`src/rtl/l1_dcache_ctrl_pkg.sv`:
```
`default_nettype none
// +--------------------------------------------------------------------+
// | lc3b_types : shared L1 data-cache types and byte-merge helper      |
// | Revision   : 1.0                                                   |
// +--------------------------------------------------------------------+
package lc3b_types;

   localparam int L1_LINES = 8;

   typedef logic [15:0]  lc3b_word;
   typedef logic [8:0]   lc3b_l1_tag;
   typedef logic [2:0]   lc3b_l1_index;
   typedef logic [2:0]   lc3b_l1_offset;
   typedef logic [127:0] lc3b_l1_line;
   typedef logic [1:0]   lc3b_mem_wmask;

   typedef enum logic [1:0] {
      s_idle      = 2'd0,
      s_writeback = 2'd1,
      s_allocate  = 2'd2
   } lc3b_l1_state;

   function automatic lc3b_word merge_bytes(input lc3b_word old_word,
                                            input lc3b_word new_word,
                                            input lc3b_mem_wmask wmask);
      lc3b_word res;
      res[7:0]  = wmask[0] ? new_word[7:0]  : old_word[7:0];
      res[15:8] = wmask[1] ? new_word[15:8] : old_word[15:8];
      return res;
   endfunction

endpackage
`default_nettype wire

```
`src/rtl/l1_array.sv`:
```
`default_nettype none
// +--------------------------------------------------------------------+
// | l1_array : 8-entry storage, sync write, comb read, optional reset  |
// | Revision : 1.0                                                     |
// +--------------------------------------------------------------------+
module l1_array
   import lc3b_types::*;
#(
   parameter int WIDTH    = 1,
   parameter bit RESET_EN = 1'b0
) (
   input  logic               clk,
   input  logic               rst,
   input  logic               load,
   input  lc3b_l1_index       index,
   input  logic [WIDTH-1:0]   din,
   output logic [WIDTH-1:0]   dout
);

   logic [WIDTH-1:0] mem_q [L1_LINES];

   generate
      if (RESET_EN) begin : g_reset
         always_ff @(posedge clk) begin
            if (rst) begin
               for (int i = 0; i < L1_LINES; i++) mem_q[i] <= '0;
            end else if (load) begin
               mem_q[index] <= din;
            end
         end
      end else begin : g_no_reset
         logic rst_unused;
         assign rst_unused = rst;
         always_ff @(posedge clk) begin
            if (load) mem_q[index] <= din;
         end
      end
   endgenerate

   assign dout = mem_q[index];

endmodule
`default_nettype wire

```
`src/rtl/l1_dcache_ctrl.sv`:
```
`default_nettype none
// +--------------------------------------------------------------------+
// | l1_dcache_ctrl : direct-mapped write-back write-allocate L1 D$     |
// | Revision       : 1.0                                               |
// +--------------------------------------------------------------------+
module l1_dcache_ctrl
   import lc3b_types::*;
(
   input  logic          clk,
   input  logic          rst,
   input  lc3b_word      mem_address,
   input  logic          mem_read,
   input  logic          mem_write,
   input  lc3b_mem_wmask mem_wmask,
   input  lc3b_word      mem_wdata,
   output lc3b_word      mem_rdata,
   output logic          mem_resp,
   output lc3b_word      pmem_address,
   output logic          pmem_read,
   output logic          pmem_write,
   output lc3b_l1_line   pmem_wdata,
   input  lc3b_l1_line   pmem_rdata,
   input  logic          pmem_resp
);

   lc3b_l1_state  state_q, state_d;
   logic          pmem_read_q, pmem_read_d;
   logic          pmem_write_q, pmem_write_d;

   lc3b_l1_tag    tag, tag_out;
   lc3b_l1_index  index;
   lc3b_l1_offset offset;
   logic [6:0]    word_lsb;
   logic          addr_unused;
   logic          valid_out, dirty_out;
   lc3b_l1_line   data_out, data_in, merged_line;
   logic          req, hit, fill, wr_hit;

   assign tag         = mem_address[15:7];
   assign index       = mem_address[6:4];
   assign offset      = mem_address[3:1];
   assign addr_unused = mem_address[0];
   assign word_lsb    = {offset, 4'b0000};

   assign req      = mem_read | mem_write;
   assign hit      = valid_out && (tag_out == tag);
   assign mem_resp = (state_q == s_idle) && req && hit;
   // Array writes are suppressed during rst so an aborted fill cannot land.
   assign fill     = (state_q == s_allocate) && pmem_resp && !rst;
   assign wr_hit   = mem_resp && mem_write && !rst;

   always_comb begin
      merged_line = data_out;
      merged_line[word_lsb +: 16] = merge_bytes(data_out[word_lsb +: 16], mem_wdata, mem_wmask);
   end

   assign data_in = fill ? pmem_rdata : merged_line;

   l1_array #(.WIDTH(1), .RESET_EN(1'b1)) u_valid (
      .clk(clk), .rst(rst), .load(fill), .index(index), .din(1'b1), .dout(valid_out));

   l1_array #(.WIDTH(1), .RESET_EN(1'b1)) u_dirty (
      .clk(clk), .rst(rst), .load(fill | wr_hit), .index(index), .din(wr_hit), .dout(dirty_out));

   l1_array #(.WIDTH(9), .RESET_EN(1'b0)) u_tag (
      .clk(clk), .rst(rst), .load(fill), .index(index), .din(tag), .dout(tag_out));

   l1_array #(.WIDTH(128), .RESET_EN(1'b0)) u_data (
      .clk(clk), .rst(rst), .load(fill | wr_hit), .index(index), .din(data_in), .dout(data_out));

   always_comb begin
      state_d = state_q;
      case (state_q)
         s_idle: begin
            if (req && !hit) state_d = (valid_out && dirty_out) ? s_writeback : s_allocate;
         end
         s_writeback: if (pmem_resp) state_d = s_allocate;
         s_allocate:  if (pmem_resp) state_d = s_idle;
         default:     state_d = s_idle;
      endcase
      pmem_read_d  = (state_d == s_allocate);
      pmem_write_d = (state_d == s_writeback);
   end

   always_ff @(posedge clk) begin
      if (rst) begin
         state_q      <= s_idle;
         pmem_read_q  <= 1'b0;
         pmem_write_q <= 1'b0;
      end else begin
         state_q      <= state_d;
         pmem_read_q  <= pmem_read_d;
         pmem_write_q <= pmem_write_d;
      end
   end

   assign pmem_read    = pmem_read_q;
   assign pmem_write   = pmem_write_q;
   assign pmem_address = (state_q == s_writeback) ? {tag_out, index, 4'b0000}
                                                  : {tag, index, 4'b0000};
   assign pmem_wdata   = data_out;
   assign mem_rdata    = data_out[word_lsb +: 16];

endmodule
`default_nettype wire
```
`config.mk`:
```
export PLATFORM = sky130hd
export DESIGN_NAME = l1_dcache_ctrl
export DESIGN_NICKNAME = d
export VERILOG_FILES = /design/src/rtl/l1_dcache_ctrl_pkg.sv /design/src/rtl/l1_array.sv /design/src/rtl/l1_dcache_ctrl.sv
export SDC_FILE = /design/constraint.sdc
export NUM_CORES = 1
export LEC_CHECK = 0
export BUFFER_PORTS_ARGS = -buffer_cell sky130_fd_sc_hd__buf_2
export CAP_MARGIN = 25
export CORE_MARGIN = 2
export CORE_UTILIZATION = 35
export DETAILED_ROUTE_END_ITERATION = 6
export PLACE_DENSITY_LB_ADDON = 0.15
export SLEW_MARGIN = 20
export SYNTH_ARGS = -nofsm -noshare
export SYNTH_HDL_FRONTEND = slang
export SYNTH_SLANG_ARGS = --single-unit
export TNS_END_PERCENT = 30
```
`constraint.sdc`:
```
create_clock -name clk -period 15.71 [get_ports clk]
set_input_delay 2.3565 -clock clk [delete_from_list [all_inputs] [get_ports clk]]
set_output_delay 2.3565 -clock clk [all_outputs]
set_load 0.01 [all_outputs]
```
==> results of run 1 <==
-- logic make-up after synthesis --
logic type	share of synthesized area, %
xor gates and xnor gates	0.166
other	0.00791
DFF	70.4
muxes	9.11
buffers and inverters	3.05
AOI/OAI and AO/OA	12.0
adders and majority gates	0.0528
and+or+nand+nor	5.18
-- layer usage --
layer | routed length, um | share of wire (%) | track usage, % | up-vias
met5 | 72 | 0.037 | 0 | -
met4 | 7360 | 3.8 | 9.76 | 10
met3 | 21100 | 11 | 5.62 | 326
met2 | 86400 | 44 | 41.6 | 2132
met1 | 80100 | 41 | 39.2 | 16900
li1 | - | - | - | 12900
-- final cells by class --
class	count	area [um^2]
flip-flops and latches	1116	33400
multi-input cells	1598	12800
clock buffers	141	3130
fillers	12300	80000
well taps	1781	2230
repair buffers	447	2670
clock inverters	83	569
diodes	4	10.0
inverters	48	183
-- worst max-delay path: stages --
cell	delay, ns
buf_8	0.40
buf_4	0.73
nor2b_4	0.79
buf_4	0.55
a22oi_1	0.18
o221ai_1	0.47
o22ai_1	0.36
a211o_1	0.44
nor2_1	0.49
buf_2	0.25
-- state kept, by name, indices dropped and copies added (netlist names) --
register,cells
pmem_read,1
pmem_write,1
state_q,2
u_data.mem_q,1024
u_dirty.mem_q,8
u_tag.mem_q,72
u_valid.mem_q,8
-- final timing paths --
| check | cells past startpoint | endpoint | slack (ns) | startpoint |
|---|---|---|---|---|
| worst max register to register | 9 | u_data.mem_q[2][6] | 10.72 | u_tag.mem_q[1][7] |
| worst min register to register | 1 | u_valid.mem_q[0] | 0.46 | u_valid.mem_q[0] |
| worst min-delay path | 1 | u_valid.mem_q[0] | 0.46 | u_valid.mem_q[0] |
| worst max-delay path | 10 | mem_rdata[3] | 6.11 | mem_address[5] |
-- stage by stage --
step	setup WS, ns	cells
finish	6.11	5218
global route	6.07	5214
CTS	6.22	5211
detailed placement	6.12	4987
global placement	6.12	4986
floorplan	4.70	2979
-- cells in the final DEF (no fill, tap or decap), types with 43 or more instances in the layout --
cell / n
a21oi_1: 101
a221o_1: 45
a221oi_1: 97
a22oi_1: 101
buf_2: 323
buf_4: 112
clkbuf_16: 121
clkinv_2: 50
edfxtp_1: 1104
inv_1: 43
mux2_2: 112
mux2i_1: 136
mux4_2: 72
nand2_1: 166
nand2b_1: 44
nor2_1: 114
o21ai_0: 74
o22ai_1: 110
-- report_power, final --
group	switching (mW)	internal, mW	leakage (nW)	total, mW
logic	0.597	0.211	6.66	0.808
registers	0.00571	3.39	10.0	3.39
clock network	1.18	1.51	1.87	2.69
-- cells in the mapped netlist (12+ instances only) --
master | instances | share of area, %
a221o_1 | 45 | 0.95
nand3b_1 | 12 | 0.19
inv_1 | 44 | 0.35
o22ai_1 | 110 | 1.5
a22oi_1 | 101 | 1.6
clkbuf_1 | 64 | 0.51
mux2i_1 | 137 | 2.9
edfxtp_1 | 1104 | 70
o221ai_1 | 23 | 0.42
buf_2 | 76 | 0.80
a221oi_1 | 99 | 1.8
a21oi_1 | 107 | 1.1
a22o_1 | 23 | 0.42
buf_4 | 41 | 0.65
dfxtp_1 | 12 | 0.51
mux4_2 | 72 | 3.4
nand2_1 | 166 | 1.3
o22a_1 | 23 | 0.42
nor3_1 | 14 | 0.15
mux2_2 | 112 | 2.7
o211ai_1 | 15 | 0.24
nor2_1 | 122 | 0.97
buf_6 | 24 | 0.57
nand3_1 | 28 | 0.30
nor2b_1 | 12 | 0.16
o21ai_0 | 77 | 0.81
a31oi_1 | 13 | 0.17
o2bb2ai_1 | 19 | 0.35
nand2b_1 | 44 | 0.58
and3b_1 | 17 | 0.31
==> metrics, run 1 <==
max-cap violations 0; CTS max path bufs 3; Power Total 6.89 mW; Initial Utilization 35.1%; crit end category output pin; FF+latch count, synth 1116; Total Routed Length 195000 um; CP Max Fanout 56; clock slew at reported path FFs 0.05 ns; Synth warnings 0; P&R area growth vs syn 16.0%; Arr. time, crit path 7.24 ns; leakage power 18.6 nW; drt pass-1 iters 7; crit share post-route 61.1%; Avg Vias per Cell 6.17; unrepaired setup endpoints after global routing false; worst min path class flop to flop; area of the core 135000 um^2; Slew Viols, Final 0; syn_area_per_cell 15.9 um^2; synthesized area 47400 um^2; antenna-violating nets left 0; Finish-stage setup viols 0; Worst EP required 13.35 ns; detailed placer's ending HPWL 125000 um; initial antenna violation count 17; part of the Yosys area used for sequential elements 70.4%; drt drc 0; drt wl/cell 37.4 um; fin crit period 9.60 ns; die width 372 um; final clock skew 0.0401 ns; clock sinks 1116; maximum clock rate 104 MHz; CP Class input pin to output pin; Worst-Margin Slew 1.23 ns; grt ovf 0; status finished clean; share of layout cells above drive strength 1 26.2%; number of flops mapped to enable cells by yosys 1104; total track usage 27.5%; clk_lat worst skew 0.73 ns; Die ar. 138000 um^2; H-tree depth 3; hold_buf cts 0; total power divided by cell area 125 nW/um^2; Hold WS 0.455 ns; post-synth cell types 98; clk root buf clkbuf_16; Peak supply drop 103 uV; Die H 372 um; I/O Buffers 324; Final Hold Vio Count 0; vias in the first global route 30200; Post-CTS Resized 0; Synth Instances 2976; largest net degree at the start of global routing 114; post-place instance area 51200 um^2; number of buffers created by CTS 119; CTS tree built; Initial DRC Count 4709; routed via count 32200; Max-Slew Margin vs Limit 18.1%; FFs w/ async S/R, synth 0%; Finished Cell Area 55000 um^2; # nets final 3499; routability cong. 0.894; CP Launch Type input pin; setup TNS 0 ns; final core occ 40.8%; global-route wire length before repair 260000 um; total setup buffers inserted after CTS 0; Site Rows 135; Post-synth top flop edfxtp_1; IO Count 330
Note: power is estimated with default switching activity, not from simulation.
==> run 2, diff against run 1 <==
- ABC_AREA: not set -> 1
- clock period: 15.71 -> 7.77 ns (I/O delays scaled with it)
==> run 2 against run 1 <==
Total power increased by 100%. Critical path depth increased by 1. Area after synthesis increased by 4.6%. Routed wire length decreased by 4.8%. Synthesized cell count increased by 67%. Sequential power increased by 100%. Combinational power increased by 86%. Clock skew decreased by 0.0070 ns. Core utilization decreased by 0.11 points.
==> metrics, run 2 <==
# nets final 5412; CP max stage cell inv_8; Initial Utilization 35.1%; initial antenna violation count 16; Finished Cell Area 57300 um^2; leading area contributor after synthesis edfxtp_1; number of flops mapped to enable cells by yosys 1104; vias in the first global route 34100; R2R Path Start state_q[0]; Seq pwr share 49.2%; worst min path class flop to flop; max-cap violations 0; routability cong. 0.834; Arr. time, crit path 4.43 ns; Peak supply drop 174 uV; commonest non-fill, non-tap cell in the layout nand2_1; crit end category output pin; routed via count 37700; number of buffers created by CTS 120; Final Hold Vio Count 0; critical path cell sequence buf_8 > inv_8 > buf_12 > nand2_1 > a21oi_1 > o21ai_0 > nand3_1 > nand3_1 > nand2_1 > and2_1 > buf_2; die width 380 um; total track usage 25.1%; Largest regs u_data.mem_q (1024), u_tag.mem_q (72); Slew Viols, Final 0; drt wl/cell 25.6 um; leakage power 22.9 nW; Post-synth top flop edfxtp_1; Worst-Margin Slew 1.10 ns; clock sinks 1116; status finished clean; Site Rows 138; maximum clock rate 179 MHz; clk root buf clkbuf_16; clock share of power 40.1%; grt ovf 0; total power divided by cell area 242 nW/um^2; final core occ 40.6%; synthesized area 49600 um^2; crit share post-route 72.0%; post-place instance area 53500 um^2; final clock skew 0.0331 ns; most frequent cell after synthesis nand2_1; Synth top cells by count nand2_1 (2287), edfxtp_1 (1104), a21oi_1 (373), o21ai_0 (310), nand3_1 (266); Post-CTS Resized 0; switching share of power 25.8%; Psw 3.58 mW; Critical path origin mem_address[4]; R2R Path End u_data.mem_q[7][77]; fin crit period 5.60 ns; Die H 380 um; post-synth cell types 33; Die ar. 145000 um^2; most frequent cells in the layout nand2_1 (2279), edfxtp_1 (1104), a21oi_1 (373), buf_2 (321), o21ai_0 (310); most flop-heavy register u_data.mem_q; CTS tree built; antenna-violating nets left 0; syn_area_per_cell 9.95 um^2; part of the Yosys area used for sequential elements 67.3%; Initial DRC Count 4204; detailed placer's ending HPWL 114000 um; max reg flops 1024; H-tree depth 3; Total Routed Length 186000 um; setup TNS 0 ns; I/O Buffers 324; largest net degree at the start of global routing 111; CP Class input pin to output pin; Finish-stage setup viols 0; IO Count 330; P&R area growth vs syn 15.6%; setup slack, reg-to-reg 4.08 ns; drt drc 0; global-route wire length before repair 260000 um; total setup buffers inserted after CTS 0; Avg Vias per Cell 5.22; CTS max path bufs 3; Max-Slew Margin vs Limit 26.6%; Synth Instances 4983; FFs w/ async S/R, synth 0%; clock slew at reported path FFs 0.06 ns; FF+latch count, synth 1116; Hold WS 0.456 ns; main area contributors after synthesis edfxtp_1 (67%), nand2_1 (17%), a21oi_1 (3.8%); share of layout cells above drive strength 1 11.5%; Pint 10.3 mW; area of the core 141000 um^2; Synth warnings 0; critical path endpoint mem_rdata[5]; CP Launch Type input pin; Worst path max stage delay 0.52 ns; CP Max Fanout 110; Worst EP required 6.60 ns; R2R depth 8; logic gate share of total power 10.8%; unrepaired setup endpoints after global routing false; top-area cell type share of the netlist area 66.9%; drt pass-1 iters 6; hold_buf cts 0; clk_lat worst skew 0.75 ns
==> run 2: cell count changes after synthesis, moves of 67 or more <==
| cell | before | now |
|---|---|---|
| a22oi_1 | 101 | 2 |
| o21ai_0 | 77 | 310 |
| mux2_2 | 112 | 0 |
| mux2i_1 | 137 | 0 |
| o22ai_1 | 110 | 1 |
| nand3_1 | 28 | 266 |
| mux4_2 | 72 | 0 |
| buf_2 | 76 | 143 |
| a221oi_1 | 99 | 0 |
| inv_1 | 44 | 192 |
| nand2_1 | 166 | 2287 |
| a21oi_1 | 107 | 373 |
==> run 2: worst min-delay path by stage <==
| stage | from | to | slack [ns] | depth (start not counted) |
|---|---|---|---|---|
| 4_1_cts | u_valid.mem_q[5] | u_valid.mem_q[5] | 0.46 | 2 |
| 6_report | u_valid.mem_q[5] | u_valid.mem_q[5] | 0.46 | 2 |
| 5_1_grt | u_valid.mem_q[3] | u_valid.mem_q[3] | 0.48 | 2 |
| 3_3_place_gp | u_valid.mem_q[5] | u_valid.mem_q[5] | 0.44 | 2 |
| 3_5_place_dp | u_valid.mem_q[5] | u_valid.mem_q[5] | 0.44 | 2 |
| 2_1_floorplan | u_valid.mem_q[1] | u_valid.mem_q[1] | 0.43 | 2 |
==> run 2: layer usage <==
| metal | vias up | track usage, % | part of all wire, % |
|---|---|---|---|
| met5 | - | 0 | 0.015 |
| met4 | 4 | 6.64 | 2.5 |
| met3 | 210 | 5.01 | 9.1 |
| met2 | 1684 | 38.5 | 45 |
| met1 | 18500 | 36.1 | 43 |
| li1 | 17300 | - | - |
==> run 2: layout make-up <==
type / instances / area (um^2)
clock buffers: 150 / 3160
diodes: 5 / 12.5
repair buffers: 423 / 2780
fillers: 13900 / 83700
clock inverters: 71 / 611
flip-flops and latches: 1116 / 33400
well taps: 1890 / 2360
multi-input cells: 3379 / 14200
inverters: 203 / 790
==> run 2: power by group through the flow <==
stage | combinational [mW] | clock (mW) | sequential [mW]
floorplan | 0.782 | 0 | 6.96
global placement | 1.48 | 0 | 6.95
detailed placement | 1.49 | 0 | 6.95
CTS | 1.49 | 5.65 | 6.83
global route | 1.62 | 5.87 | 6.83
finish | 1.50 | 5.56 | 6.83
==> run 2: logic make-up after synthesis <==
kind of cell | after synthesis | synth area share [%]
simple gates | 2682 | 21.3
other cells | 1 | 0.00756
buf+inv | 491 | 4.25
fa+ha+maj | 2 | 0.0505
xor+xnor | 1 | 0.0177
flops | 1116 | 67.3
compound gates | 690 | 6.99
==> run 2: critical path: cells and delay by family <==
kind,cells,cell delay [ns]
AOI/OAI and AO/OA,2,0.28
and+or+nand+nor,5,1.32
buffers and inverters,4,1.44
==> run 2: metrics by stage <==
stage / std cells / setup slack, ns / total power [mW]
3_5_place_dp: 7010 / 2.12 / 8.44
6_report: 7237 / 2.17 / 13.9
3_3_place_gp: 7007 / 2.15 / 8.43
4_1_cts: 7231 / 2.17 / 14.0
5_1_grt: 7232 / 1.94 / 14.3
2_1_floorplan: 4986 / 1.87 / 7.74
